### src/rtl/adder_controller.sv
// Sequencing controller for a four-operand adder datapath (A+B+C+D).
// Moore FSM; every control output is registered from the next-state decode.
module adder_controller (
    input  logic       clk,
    input  logic       rst,
    input  logic       start,
    input  logic       abort,
    output logic       aload,
    output logic       bload,
    output logic       cload,
    output logic       dload,
    output logic       asel,
    output logic [1:0] bsel,
    output logic       output_enable,
    output logic       busy,
    output logic       done,
    output logic       aborted,
    output logic [7:0] op_count,
    output logic [2:0] state
);

    typedef enum logic [2:0] {
        S_IDLE   = 3'd0,
        S_LOAD   = 3'd1,
        S_ADD_AB = 3'd2,
        S_ADD_C  = 3'd3,
        S_ADD_D  = 3'd4,
        S_OUTPUT = 3'd5,
        S_DONE   = 3'd6
    } state_t;

    typedef struct packed {
        logic       aload;
        logic       bload;
        logic       cload;
        logic       dload;
        logic       asel;
        logic [1:0] bsel;
        logic       output_enable;
        logic       busy;
        logic       done;
    } ctrl_t;

    state_t     state_r;
    state_t     state_next_s;
    ctrl_t      ctrl_r;
    logic       abort_take_s;
    logic       aborted_r;
    logic [7:0] op_count_r;

    // Output decode for a state; anything unrecognised (including 7) decodes as IDLE.
    function automatic ctrl_t decode_ctrl(input state_t st);
        ctrl_t c;
        c = '{aload: 1'b0, bload: 1'b0, cload: 1'b0, dload: 1'b0, asel: 1'b0,
              bsel: 2'b11, output_enable: 1'b0, busy: 1'b0, done: 1'b0};
        case (st)
            S_LOAD: begin
                c.aload = 1'b1;
                c.bload = 1'b1;
                c.cload = 1'b1;
                c.dload = 1'b1;
                c.busy  = 1'b1;
            end
            S_ADD_AB: begin
                c.asel = 1'b1;
                c.bsel = 2'b00;
                c.busy = 1'b1;
            end
            S_ADD_C: begin
                c.bsel = 2'b01;
                c.busy = 1'b1;
            end
            S_ADD_D: begin
                c.bsel = 2'b10;
                c.busy = 1'b1;
            end
            S_OUTPUT: begin
                c.output_enable = 1'b1;
                c.busy          = 1'b1;
            end
            S_DONE: begin
                c.done = 1'b1;
            end
            default: begin
                c.busy = 1'b0;
            end
        endcase
        return c;
    endfunction

    // Next-state logic; abort wins over start and only pulses when a sequence is cancelled.
    always_comb begin
        state_next_s = S_IDLE;
        abort_take_s = 1'b0;
        case (state_r)
            S_IDLE, S_DONE: begin
                if (start && !abort) begin
                    state_next_s = S_LOAD;
                end else begin
                    state_next_s = S_IDLE;
                end
            end
            S_LOAD, S_ADD_AB, S_ADD_C, S_ADD_D, S_OUTPUT: begin
                if (abort) begin
                    state_next_s = S_IDLE;
                    abort_take_s = 1'b1;
                end else begin
                    case (state_r)
                        S_LOAD:   state_next_s = S_ADD_AB;
                        S_ADD_AB: state_next_s = S_ADD_C;
                        S_ADD_C:  state_next_s = S_ADD_D;
                        S_ADD_D:  state_next_s = S_OUTPUT;
                        S_OUTPUT: state_next_s = S_DONE;
                        default:  state_next_s = S_IDLE;
                    endcase
                end
            end
            default: begin
                state_next_s = S_IDLE;
            end
        endcase
    end

    // State, registered control outputs, abort pulse and completion counter.
    always_ff @(posedge clk) begin
        if (rst) begin
            state_r    <= S_IDLE;
            ctrl_r     <= decode_ctrl(S_IDLE);
            aborted_r  <= 1'b0;
            op_count_r <= 8'd0;
        end else begin
            state_r   <= state_next_s;
            ctrl_r    <= decode_ctrl(state_next_s);
            aborted_r <= abort_take_s;
            if (state_next_s == S_DONE) begin
                op_count_r <= op_count_r + 8'd1;
            end else begin
                op_count_r <= op_count_r;
            end
        end
    end

    assign aload         = ctrl_r.aload;
    assign bload         = ctrl_r.bload;
    assign cload         = ctrl_r.cload;
    assign dload         = ctrl_r.dload;
    assign asel          = ctrl_r.asel;
    assign bsel          = ctrl_r.bsel;
    assign output_enable = ctrl_r.output_enable;
    assign busy          = ctrl_r.busy;
    assign done          = ctrl_r.done;
    assign aborted       = aborted_r;
    assign op_count      = op_count_r;
    assign state         = state_r;

endmodule

### config.mk
export PLATFORM = sky130hd
export DESIGN_NAME = adder_controller
export DESIGN_NICKNAME = d
export VERILOG_FILES = /design/src/rtl/adder_controller.sv
export SDC_FILE = /design/constraint.sdc
export NUM_CORES = 1
export LEC_CHECK = 0
export ABC_CLOCK_PERIOD_IN_PS = 2550
export BUFFER_PORTS_ARGS = -buffer_cell sky130_fd_sc_hd__buf_2
export CAP_MARGIN = 25
export CELL_PAD_IN_SITES_DETAIL_PLACEMENT = 0
export CELL_PAD_IN_SITES_GLOBAL_PLACEMENT = 1
export CORE_MARGIN = 1
export CORE_UTILIZATION = 33
export DETAILED_ROUTE_END_ITERATION = 10
export PLACE_DENSITY_LB_ADDON = 0.1
export SYNTH_ARGS = -nofsm -noshare
export SYNTH_HDL_FRONTEND = slang
export SYNTH_SLANG_ARGS = --single-unit
### constraint.sdc
create_clock -name clk -period 2.55 [get_ports clk]
set_clock_uncertainty 0.2 [all_clocks]
set_input_delay 0 -clock clk [delete_from_list [all_inputs] [get_ports clk]]
set_output_delay 0 -clock clk [all_outputs]
set_load 0.02 [all_outputs]
==> flow_summary_export.csv <==
group,metric,value,unit
synth,synth_top_area_cell,"dfxtp_1",
critical_path,crit_required,2.58,ns
synth,synth-main-ff-cell,"dfxtp_1",
cells_and_area,area_growth,19.5,%
detailed_routing,drc,0,
detailed_routing,wl,2.01,mm
cells_and_area,n_fill_cell,286,
synth,synthCells,107,
clocking,post_cts_buffers,0,
place,routabilityCongestion,0.778,
global_routing,grt_pass1_wl,3.42,mm
detailed_routing,drt_iter0_drc,16,
global_routing,gr-total-overflow,0,
power_and_ir_drop,power_density,437,mW/mm^2
clocking,cts_tree,"done",
detailed_routing,drt_pre_antenna_iters,4,
sta,hold_viol,0,
synth,synth.distinct_cells,40,
synth,syn-num-nets,113,
clocking,htree_num_levels,1,
place,dp_cells,156,
power_and_ir_drop,total_power,495,uW
floorplan,fp-row-count,19,
synth,seq_area_frac_synth,40.1,%
clocking,clock_path_buffers,2,
sta,slew_headroom,65.0,%
worst_hold_path,hold_class,"reg -> reg",
synth,yosys_register_bits,19,
sta,rsz0062_at_grt,"false",
floorplan,fp.dieH,55.6,um
place,dpl_cell_area,0.00108,sq mm
synth,async_flop_share,0,%
synth,syn_area,950,sq um
synth,synth.most_common_cell,"dfxtp_1",
status,outcome,"complete, no violations",
power_and_ir_drop,netSwitchingPower,117,uW
cells_and_area,antenna_cells,0,
cells_and_area,finalNonFillerCells,163,
sta,period_needed,2.04,ns
critical_path,reg2reg_slack,0.51,ns
sta,worst_slew_pin_slew,0.521,ns
place,port_buffers,25,
floorplan,die_x,55.6,um
run,cap_viol_max_count,0,
cells_and_area,drive_above_1_share,25.8,%
clocking,numCtsBuffers,3,
power_and_ir_drop,ir_drop,0.214,mV
sta,whs,0.289,ns
power_and_ir_drop,p_leak,0.484,nW
detailed_routing,wire_per_inst,12.3,um
synth,synth.avg_cell_area,8.88,sq um
synth,synth_top_area_share,40.1,%
place,dp_hpwl,1.42,mm
power_and_ir_drop,clkPwrFrac,30.1,%
floorplan,start_util,34.7,%
global_routing,grt_pass1_vias,745,
sta,setup-violations-final,0,
floorplan,ioPinCount,26,
sta,fmax,489,MHz
synth,yosys-top-cells-area,"dfxtp_1, nor2_1, a21oi_1",
power_and_ir_drop,switching_share,23.6,%
critical_path,worstSetupEndpointType,"register",
critical_path,crit_fanout,9,
detailed_routing,ant_nets,0,
floorplan,dieArea,0.00310,sq mm
floorplan,core,0.00273,sq mm
synth,synth_enable_flop_cells,0,
clocking,root_buffer,"clkbuf_4",
cells_and_area,final_nets,139,
critical_path,crit_type,"reg -> reg",
synth,ys_top_cells_by_count,"dfxtp_1, nor2_1, a21oi_1, nor3_1, o21ai_0",
sta,fin_tns_setup,0,ns
clocking,clk_latency,0.29,ns
critical_path,startpoint_type,"register",
power_and_ir_drop,internal-power,378,uW
detailed_routing,vias,847,
global_routing,grt_max_degree,18,
cells_and_area,stdcell_area,0.00113,sq mm
sta,finalCritPeriodShare,80.1,%
detailed_routing,viasPerCell,5.20,
clocking,numClockSinks,19,
global_routing,grt_antenna_before_repair,0,
power_and_ir_drop,pwr-share-seq,61.3,%
synth,yosys_warnings,0,
global_routing,grt_usage,13.9,%
power_and_ir_drop,combPwrFrac,8.6,%
clocking,path_clk_slew,0.10,ns
critical_path,arrival,2.08,ns
sta,slew_viol_final,0,
## critical path, stage by stage, from the launching register on
cell and delay [ns]:
dfxtp_1 0.34, inv_1 0.05, ha_1 0.40, nand2_2 0.18, nand4b_4 0.15, or4_1 0.53, a21oi_1 0.14
## cell usage in the layout, fill, tap and decap left out, types with 2 or more instances in the layout
cell type      Yosys  routed
clkbuf_4           0       3
dlygate4sd3_1      0       3
nor2b_1            3       3
o21ai_0            4       4
buf_2              3      25
nor2_1            15      15
o31ai_1            2       2
ha_1               2       2
nor3_1             6       6
dfxtp_1           19      19
xnor2_1            3       3
a21oi_1            7       7
nand2_1            3       3
nand3b_1           3       3
xor2_1             2       2
buf_4              3       2
nand4_1            3       3
nor4_1             2       2
nand2b_1           2       2
nor4b_1            2       2
## kinds of logic after synthesis
group	synth area share, %
and+or+nand+nor	32.1
adders and majority gates	2.63
AOI/OAI and AO/OA	12.6
xor gates and xnor gates	4.61
DFF	40.1
muxes	2.24
buffers and inverters	5.66
## power by group through the flow
stage | Combinational, mW | Clock [mW] | Sequential (mW)
after floorplan | 0.0249 | 0 | 0.314
after global placement | 0.0397 | 0 | 0.310
after detailed placement | 0.0395 | 0 | 0.310
after CTS | 0.0430 | 0.158 | 0.304
after global routing | 0.0469 | 0.171 | 0.304
final | 0.0428 | 0.149 | 0.303
## metrics by stage
stage	utilization (%)	setup WS, ns
after floorplan	-	0.0249
after global placement	39.5	0.568
after detailed placement	39.5	0.527
after CTS	41.5	0.500
after global routing	41.5	0.376
final	41.5	0.507
## final cells by class
cell class	count	area (sq um)	share of cell area, %
Clock buffer	4	26.3	2.32
Inverter	1	3.75	0.331
Multi-Input combinational cell	78	515	45.4
Sequential cell	19	380	33.5
Tap cell	31	38.8	3.42
Timing Repair Buffer	30	170	15.0
## final timing paths
kind                               to  cells past startpoint                      from
max reg2reg  op_count[7]$_SDFFE_PP0P_                      6       state[1]$_SDFF_PP0_
min          op_count[7]$_SDFFE_PP0P_                      2  op_count[7]$_SDFFE_PP0P_
min reg2reg  op_count[7]$_SDFFE_PP0P_                      2  op_count[7]$_SDFFE_PP0P_
max          op_count[7]$_SDFFE_PP0P_                      6       state[1]$_SDFF_PP0_
## per-layer routing
layer	share of wire (%)	track usage (%)	wire (um)	vias to the layer above
met3	5.4	2.79	109	2
met1	50	18.4	1010	382
met5	0	0	0	-
met4	0.85	5.36	17	0
li1	-	-	-	433
met2	43	22.2	868	30
## flip-flops by register name, indices dropped and copies added, names as in the netlist
signal / cells
asel: 1
cload: 1
bsel: 2
op_count: 8
state: 3
busy: 1
output_enable: 1
done: 1
aborted: 1
## timing repair
action	4_1_cts	5_1_grt
hold buffers	3	0
gates resized for setup	0	0
hold endpoints to repair	19	0
(Power assumes the default switching activity.)
